`config.mk`:
```
export PLATFORM = sky130hd
export DESIGN_NAME = uart_tx_periph
export DESIGN_NICKNAME = d
export VERILOG_FILES = /design/src/rtl/uart_tx_pkg.sv /design/src/rtl/sync_fifo.sv /design/src/rtl/uart_tx_periph.sv
export SDC_FILE = /design/constraint.sdc
export NUM_CORES = 1
export LEC_CHECK = 0
export ABC_AREA = 1
export BUFFER_PORTS_ARGS = -buffer_cell sky130_fd_sc_hd__clkbuf_2
export CAP_MARGIN = 40
export CORE_AREA = 2 2 115 117
export CTS_BUF_LIST = sky130_fd_sc_hd__clkbuf_16
export DETAILED_ROUTE_END_ITERATION = 7
export DIE_AREA = 0 0 117 119
export PLACE_DENSITY_LB_ADDON = 0.1
export SYNTH_ARGS = -nofsm -noshare
export SYNTH_HDL_FRONTEND = slang
export SYNTH_HIERARCHICAL = 1
export SYNTH_SLANG_ARGS = --single-unit
```
`constraint.sdc`:
```
create_clock -name clk -period 3.3 [get_ports clk]
set_input_delay 0.33 -clock clk [delete_from_list [all_inputs] [get_ports clk]]
set_output_delay 0.33 -clock clk [all_outputs]
set_load 0.02 [all_outputs]
```
`src/rtl/uart_tx_pkg.sv`:
```
// ============================================================================
// Module      : uart_tx_pkg
// Description : Register offsets, STATUS bit positions and FSM states.
// Revision    : 1.0 - initial release
// ============================================================================
`default_nettype none

package uart_tx_pkg;

  localparam logic [1:0] ADDR_TXDATA  = 2'd0;
  localparam logic [1:0] ADDR_STATUS  = 2'd1;
  localparam logic [1:0] ADDR_BAUDDIV = 2'd2;
  localparam logic [1:0] ADDR_RSVD    = 2'd3;

  localparam int STAT_BUSY    = 0;
  localparam int STAT_FULL    = 1;
  localparam int STAT_EMPTY   = 2;
  localparam int STAT_OVF     = 3;
  localparam int STAT_CNT_LSB = 4;

  typedef enum logic [1:0] {
    S_IDLE  = 2'd0,
    S_START = 2'd1,
    S_DATA  = 2'd2,
    S_STOP  = 2'd3
  } tx_state_e;

endpackage

`default_nettype wire

```
`src/rtl/sync_fifo.sv`:
```
// ============================================================================
// Module      : sync_fifo
// Description : Single-clock first-word-fall-through FIFO, power-of-two depth.
// Revision    : 1.0 - initial release
// ============================================================================
`default_nettype none

module sync_fifo #(
  parameter int DEPTH = 8,
  parameter int WIDTH = 8
) (
  input  logic                     clk,
  input  logic                     reset,
  input  logic                     push_i,
  input  logic [WIDTH-1:0]         wdata_i,
  input  logic                     pop_i,
  output logic [WIDTH-1:0]         rdata_o,
  output logic                     full_o,
  output logic                     empty_o,
  output logic [$clog2(DEPTH):0]   count_o
);

  localparam int AW = $clog2(DEPTH);

  logic [WIDTH-1:0] mem_q [DEPTH];
  logic [AW-1:0]    wptr_q;
  logic [AW-1:0]    rptr_q;
  logic [AW:0]      count_q;
  logic [AW:0]      count_d;
  logic             do_push;
  logic             do_pop;

  // A push while full is refused even if a pop frees a slot this cycle.
  assign do_push = push_i && !full_o;
  assign do_pop  = pop_i && !empty_o;
  assign count_d = count_q + {{AW{1'b0}}, do_push} - {{AW{1'b0}}, do_pop};

  always_ff @(posedge clk) begin
    if (do_push) begin
      mem_q[wptr_q] <= wdata_i;
    end
  end

  always_ff @(posedge clk) begin
    if (reset) begin
      wptr_q  <= '0;
      rptr_q  <= '0;
      count_q <= '0;
    end else begin
      if (do_push) wptr_q <= wptr_q + 1'b1;
      if (do_pop)  rptr_q <= rptr_q + 1'b1;
      count_q <= count_d;
    end
  end

  assign rdata_o = mem_q[rptr_q];
  assign full_o  = (count_q == (AW+1)'(DEPTH));
  assign empty_o = (count_q == '0);
  assign count_o = count_q;

endmodule

`default_nettype wire

```
`src/rtl/uart_tx_periph.sv`:
```
// ============================================================================
// Module      : uart_tx_periph
// Description : Bus-mapped 8N1 UART transmitter with TX FIFO and baud divisor.
// Revision    : 1.0 - initial release
// ============================================================================
`default_nettype none

module uart_tx_periph
  import uart_tx_pkg::*;
#(
  parameter int          FIFO_DEPTH  = 8,
  parameter logic [15:0] DEFAULT_DIV = 16'd4
) (
  input  logic        clk,
  input  logic        reset,
  input  logic        ce,
  input  logic        we,
  input  logic [1:0]  addr,
  input  logic [31:0] wdata,
  output logic [31:0] rdata,
  output logic        tx,
  output logic        irq
);

  localparam int CW = $clog2(FIFO_DEPTH) + 1;

  tx_state_e   state_q;
  logic        tx_q;
  logic        ovf_q;
  logic [15:0] div_q;
  logic [15:0] div_lat_q;
  logic [15:0] baud_cnt_q;
  logic [7:0]  shift_q;
  logic [2:0]  bit_cnt_q;

  logic          fifo_full;
  logic          fifo_empty;
  logic [CW-1:0] fifo_count;
  logic [7:0]    fifo_head;
  logic          bus_wr;
  logic          wr_txdata;
  logic          bit_end;
  logic          pop;
  logic          unused_wdata;

  assign bus_wr       = ce && we;
  assign wr_txdata    = bus_wr && (addr == ADDR_TXDATA);
  assign bit_end      = (baud_cnt_q == div_lat_q - 16'd1);
  assign pop          = !fifo_empty && ((state_q == S_IDLE) || ((state_q == S_STOP) && bit_end));
  assign unused_wdata = ^wdata[31:16];

  sync_fifo #(
    .DEPTH (FIFO_DEPTH),
    .WIDTH (8)
  ) u_fifo (
    .clk     (clk),
    .reset   (reset),
    .push_i  (wr_txdata),
    .wdata_i (wdata[7:0]),
    .pop_i   (pop),
    .rdata_o (fifo_head),
    .full_o  (fifo_full),
    .empty_o (fifo_empty),
    .count_o (fifo_count)
  );

  always_ff @(posedge clk) begin
    if (reset) begin
      ovf_q <= 1'b0;
      div_q <= DEFAULT_DIV;
    end else begin
      if (wr_txdata && fifo_full) begin
        ovf_q <= 1'b1;
      end else if (bus_wr && (addr == ADDR_STATUS) && wdata[STAT_OVF]) begin
        ovf_q <= 1'b0;
      end
      if (bus_wr && (addr == ADDR_BAUDDIV)) begin
        div_q <= (wdata[15:0] == 16'd0) ? 16'd1 : wdata[15:0];
      end
    end
  end

  // Divisor is latched on START entry so a mid-frame BAUDDIV write waits a frame.
  always_ff @(posedge clk) begin
    if (reset) begin
      state_q    <= S_IDLE;
      tx_q       <= 1'b1;
      shift_q    <= '0;
      bit_cnt_q  <= '0;
      baud_cnt_q <= '0;
      div_lat_q  <= DEFAULT_DIV;
    end else begin
      case (state_q)
        S_IDLE: begin
          tx_q <= 1'b1;
          if (pop) begin
            shift_q    <= fifo_head;
            div_lat_q  <= div_q;
            baud_cnt_q <= '0;
            tx_q       <= 1'b0;
            state_q    <= S_START;
          end
        end
        S_START: begin
          if (bit_end) begin
            baud_cnt_q <= '0;
            tx_q       <= shift_q[0];
            shift_q    <= shift_q >> 1;
            bit_cnt_q  <= '0;
            state_q    <= S_DATA;
          end else begin
            baud_cnt_q <= baud_cnt_q + 16'd1;
          end
        end
        S_DATA: begin
          if (bit_end) begin
            baud_cnt_q <= '0;
            if (bit_cnt_q == 3'd7) begin
              tx_q    <= 1'b1;
              state_q <= S_STOP;
            end else begin
              tx_q      <= shift_q[0];
              shift_q   <= shift_q >> 1;
              bit_cnt_q <= bit_cnt_q + 3'd1;
            end
          end else begin
            baud_cnt_q <= baud_cnt_q + 16'd1;
          end
        end
        S_STOP: begin
          if (bit_end) begin
            baud_cnt_q <= '0;
            if (pop) begin
              shift_q   <= fifo_head;
              div_lat_q <= div_q;
              tx_q      <= 1'b0;
              state_q   <= S_START;
            end else begin
              state_q <= S_IDLE;
            end
          end else begin
            baud_cnt_q <= baud_cnt_q + 16'd1;
          end
        end
        default: begin
          tx_q    <= 1'b1;
          state_q <= S_IDLE;
        end
      endcase
    end
  end

  always_comb begin
    rdata = '0;
    if (ce) begin
      case (addr)
        ADDR_STATUS: begin
          rdata[STAT_BUSY]          = (state_q != S_IDLE);
          rdata[STAT_FULL]          = fifo_full;
          rdata[STAT_EMPTY]         = fifo_empty;
          rdata[STAT_OVF]           = ovf_q;
          rdata[STAT_CNT_LSB +: 4]  = 4'(fifo_count);
        end
        ADDR_BAUDDIV: rdata[15:0] = div_q;
        default:      rdata = '0;
      endcase
    end
  end

  assign tx  = tx_q;
  assign irq = fifo_empty && (state_q == S_IDLE);

endmodule

`default_nettype wire
```
# After elaboration in Yosys (flattened, before gate mapping)
# Memories as Yosys holds them, arrays and structs flattened. A register that Yosys moved wholly into a read port is not among the register bits.
# Index checks and enable logic that the tools add are counted.
# word_totals
wordCells	102
out_inout_bits	34
ram_bits	64
register_bits	73
mem_count	1
# op_classes
add_sub_neg	7
mux	40
reduce_logical	28
eq_ne	15
# mem_list
name	depth	width	read_ports	rd_ports_with_merged_regs	write_ports	line	rtl
u_fifo.mem_q	8	8	1	1	1	sync_fifo.sv:25	logic [WIDTH-1:0] mem_q [DEPTH];
# op_table
operator	n
$mux 16	6
$pmux 16 s2	2
$mux 8	6
$pmux 8 s4	1
$add 16x1->16 const B	1
$eq 16x16->1	1
$logic_not 16->1	1
$pmux 8 s2	1
$sub 16x1->16 const B	1
$mux 3	5
$reduce_and 4->1	3
$logic_and 1x1->1	11
$mux 1	11
$mux 2	5
$ne 2x2->1 const B	5
$add 3x1->3 const B	3
$pmux 2 s4	1
$reduce_bool 2->1	4
$eq 2x2->1 const B	3
$pmux 3 s2	1
$reduce_and 5->1	1
$add 4x1->4	1
$eq 2x1->1 const B	2
$eq 4x4->1 const B	1
10 further kinds	13

# Depth between registers and ports, before layout
# depth
depth_word	8
depth_mapped	25
depth_no_buf	25

# By module
# The synthesis kept the hierarchy.
# by_module_without_submodules
mod	n_inst	area_per_inst_um2	cells_each
uart_tx_periph	1	3882.5	598
sync_fifo	1	3580.9	378

# Least setup slack after synthesis
# No wires, ideal clock.
# synth_timing
path_kind	register to register
start	reg div_lat_q[0]
end	reg u_fifo.count_q[2] (netlist: u_fifo/count_o[2])
slack_ps	506
path_stages_with_launch	23
setup_time_ps	114
t_arrival_ps	2680
cell_sequence	dfxtp_1 inv_1 ha_1 nand2_2 nor2_4 nand2_1 nand2_1 nand2_1 nor2_1 nand2_1 nor2_4 nand2_4 nand2_4 nand2_4 inv_1 a21boi_4 nand2_2 nand2_1 ha_1 inv_1 fa_1 xor2_1 nor2_1
# synth_via
elab_chain_cells	7
# synth_rtl
item	line	rtl
start, declared	uart_tx_periph.sv:31	logic [15:0] div_lat_q;
start signal, assigned	uart_tx_periph.sv:98	div_lat_q <= div_q;
start signal, assigned	uart_tx_periph.sv:135	div_lat_q <= div_q;
$sub 16x1->16	uart_tx_periph.sv:48	assign bit_end = (baud_cnt_q == div_lat_q - 16'd1);
$eq 16x16->1	uart_tx_periph.sv:48	
$logic_and 1x1->1	uart_tx_periph.sv:49	assign pop = !fifo_empty && ((state_q == S_IDLE) || ((state_q == S_STOP) && bit_end));
$logic_or 1x1->1	uart_tx_periph.sv:49	
$logic_and 1x1->1	uart_tx_periph.sv:49	
net pop	uart_tx_periph.sv:43	logic pop;
$logic_and 1x1->1	sync_fifo.sv:35	assign do_pop = pop_i && !empty_o;
$sub 4x1->4	sync_fifo.sv:36	assign count_d = count_q + {{AW{1'b0}}, do_push} - {{AW{1'b0}}, do_pop};
end signal, assigned	sync_fifo.sv:52	count_q <= count_d;
end, declared	sync_fifo.sv:28	logic [AW:0] count_q;
# The timed path passes the listed nets, and every way through them passes these cells.
# A chain may end at the register's enable or synchronous reset.

# Final worst setup path
# layout_timing
start	reg div_lat_q[1]
end	reg u_fifo.count_q[2] (netlist: u_fifo/count_o[2])
# Same word-level chain as after synthesis.

==> flow_summary.json <==
{
  "setup_tns_ns": 0,
  "worstPathCellList": "inv_1 > ha_2 > xor2_1 > nand2_1 > nor2_1 > nand2_1 > nor2_1 > nand2_1 > nor2_4 > nand2_4 > nand2_4 > nand2_4 > inv_1 > a21boi_4 > nand2_2 > nand2_1 > ha_1 > inv_1 > fa_1 > xor2_1 > nor2_1",
  "pwr-share-comb_pct": 36.8,
  "clockRootBuffer": "clkbuf_16",
  "min_period_ns": 3.03,
  "synth.distinct_cells": 40,
  "grt_pass1_wl_um": 26000,
  "cts_tree": "yes",
  "cp-start-kind": "register",
  "syn_area_mm2": 0.00746,
  "critPathSlowestCell": "fa_1",
  "clock-sinks": 140,
  "setup_viol": 0,
  "power_density_mw_per_mm2": 786,
  "routed_wl_um": 15800,
  "ir_worst_vdd_mv": 0.438,
  "vias_per_cell": 4.96,
  "start_util_pct": 58.0,
  "antennaDiodeCount": 0,
  "cp_slowest_stage_delay_ns": 0.37,
  "async_flop_share_pct": 0,
  "numCtsBuffers": 17,
  "final_nets": 1077,
  "path_delay_family": "simple AND/OR/NAND/NOR gates",
  "crit_type": "register to register",
  "post-route-period-util_pct": 91.7,
  "num-fill-cells": 1137,
  "synthCells": 976,
  "clkLatencyLatePin_ns": 0.43,
  "hold_class": "primary input to register",
  "worst-slew-pin-transition_ns": 0.831,
  "gp_congestion": 0.835,
  "cpMostUsedCell": "nand2_1",
  "clock_path_buffers": 2,
  "maxCapViolCount": 0,
  "clock.fmax_mhz": 330,
  "ant_nets": 0,
  "areaGrowthSynthToFinish_pct": 12.5,
  "boundaryPins": 72,
  "grt_pass1_vias": 5541,
  "power_frac_seq_pct": 31.6,
  "core_mm2": 0.0129,
  "leakagePower_nw": 3.87,
  "path_max_fanout": 5,
  "holdBufCountCts": 0,
  "ys_warn_count": 6,
  "switching_share_pct": 37.8,
  "slew_viol_final": 0,
  "avgSynthCellArea_um2": 7.65,
  "drt_iter0_markers": 498,
  "path_clk_slew_ns": 0.06,
  "avgRoutedWirePerCell_um": 13.1,
  "htreeDepth": 4,
  "antenna_found_initial": 0,
  "crit_buf_inv": 3,
  "num_rows": 42,
  "grt_overflow": 0,
  "ys_seq_area_share_pct": 46.1,
  "first_pass_iters": 5,
  "finClkSkew_ns": 0.00953,
  "ys_ff_latch": 140,
  "worstPathArrival_ns": 3.33,
  "pwr-share-clk_pct": 31.6,
  "io_buffer_count": 39,
  "synthFlopType": "dfxtp_1",
  "outcome": "complete, no violations",
  "die_area_mm2": 0.0139,
  "fp.dieW_um": 117,
  "grt_use_total_pct": 24.0,
  "p_sw_mw": 2.49,
  "hpwl_um": 10800,
  "drive_above_1_share_pct": 11.6,
  "final_hold_viol_count": 0,
  "drc": 0,
  "vias": 5995,
  "die_h_um": 119,
  "required_ns": 3.61,
  "end_kind": "register",
  "utilization_pct": 65.2,
  "p_int_mw": 4.11,
  "slew_headroom_pct": 44.4,
  "synth_edf_count": 64,
  "grt_max_degree": 42
}
cell type report:
class                           count  area [µm²]  share of cell area (%)
Clock buffer                       17         425                    5.07
Clock inverter                     15         219                    2.61
Inverter                          152         574                    6.84
Sequential cell                   140        3440                    41.0
Tap cell                          176         220                    2.62
Multi-Input combinational cell    653        3190                    38.1
Timing Repair Buffer               55         315                    3.76
metrics by stage:
| stage | std cells | instance area (µm²) | hold slack (ns) | power, mW | setup WS, ns |
|---|---|---|---|---|---|
| final | 1208 | 8390 | 0.188 | 6.60 | 0.273 |
| after global routing | 1208 | 8390 | 0.176 | 7.08 | -0.00504 |
| after CTS | 1206 | 8370 | 0.173 | 6.61 | 0.181 |
| after detailed placement | 1174 | 7730 | 0.459 | 4.51 | 0.199 |
| after global placement | 1174 | 7730 | 0.451 | 4.48 | 0.227 |
| after floorplan | 991 | 7520 | 0.397 | 4.08 | 0.506 |
per-layer routing:
| metal | up-vias | GRT usage, % | wire (µm) |
|---|---|---|---|
| li1 | 3137 | - | - |
| met1 | 2706 | 31.6 | 7160 |
| met2 | 136 | 39.1 | 7590 |
| met3 | 16 | 6.06 | 837 |
| met4 | 0 | 7.13 | 195 |
| met5 | - | 0 | 0 |
placed cells by master, fill, tap and decap left out, drive strengths merged, types with 16 or more instances in the layout:
cell / n
edfxtp: 64
o21ai: 33
nand3: 80
clkbuf: 56
buf: 16
ha: 19
conb: 16
nand2: 292
dfxtp: 76
inv: 150
a21oi: 48
nor2: 107
cell usage after synthesis, drive strengths merged (2+ instances only):
cell / n / share of area, %
a211oi: 8 / 0.80
nor2: 107 / 6.0
edfxtp: 64 / 26
nor3: 8 / 0.54
nand4: 6 / 0.50
a21boi: 2 / 0.40
dfxtp: 76 / 20
xnor2: 9 / 1.1
a21oi: 48 / 3.2
clkinv: 5 / 0.27
buf: 36 / 3.7
nor4: 4 / 0.34
clkbuf: 10 / 0.50
ha: 19 / 3.2
xor2: 11 / 1.3
nand2: 292 / 16
nand3: 80 / 5.5
nand3b: 4 / 0.40
o21ai: 33 / 2.3
inv: 147 / 7.4
cells by family (layout without fill, tap and decap cells):
logic type	count (synthesis)	count (layout)	synth area share, %
compound gates	94	94	7.01
xor+xnor	20	20	2.35
fa+ha+maj	20	20	3.45
buf+inv	198	239	11.9
flops	140	140	46.1
other cells	1	16	0.0502
simple gates	503	503	29.2
registers in the layout (all words and copies together) (netlist names), named ones only:
signal	flops
shift_q	8
u_fifo/mem_q	64
ovf_q	1
u_fifo/rptr_q	3
bit_cnt_q	3
state_q	2
u_fifo/count_o	4
div_q	16
baud_cnt_q	16
div_lat_q	16
tx	1
u_fifo/wptr_q	3
repair_timing:
item / in CTS / in global routing
resized for setup: 0 / 3
buffers inserted: 0 / 2
setup endpoints to repair: 0 / 1
final timing paths:
path,to,start,depth (start not counted),slack (ns)
worst min register to register,bit_cnt_q[2],bit_cnt_q[2],2,0.47
worst max register to register,u_fifo/count_o[2],div_lat_q[1],21,0.27
worst max-delay path,u_fifo/count_o[2],div_lat_q[1],21,0.27
worst min-delay path,div_q[15],wdata[15],3,0.19
power groups by stage:
stage / Combinational, mW / Sequential [mW] / Clock (mW)
6_report: 2.43 / 2.09 / 2.08
3_3_place_gp: 2.36 / 2.12 / 0
4_1_cts: 2.41 / 2.09 / 2.11
2_1_floorplan: 1.98 / 2.10 / 0
5_1_grt: 2.79 / 2.11 / 2.19
3_5_place_dp: 2.39 / 2.12 / 0
worst reg2reg max path, delay by kind of cell (launching register included):
family / cells / cell delay [ns]
AOI/OAI and AO/OA: 1 / 0.20
buffers and inverters: 3 / 0.20
xor gates and xnor gates: 2 / 0.27
and+or+nand+nor: 12 / 1.06
adders and majority gates: 3 / 0.84
DFF: 1 / 0.34
No activity file was read; power rests on OpenSTA's default activity.
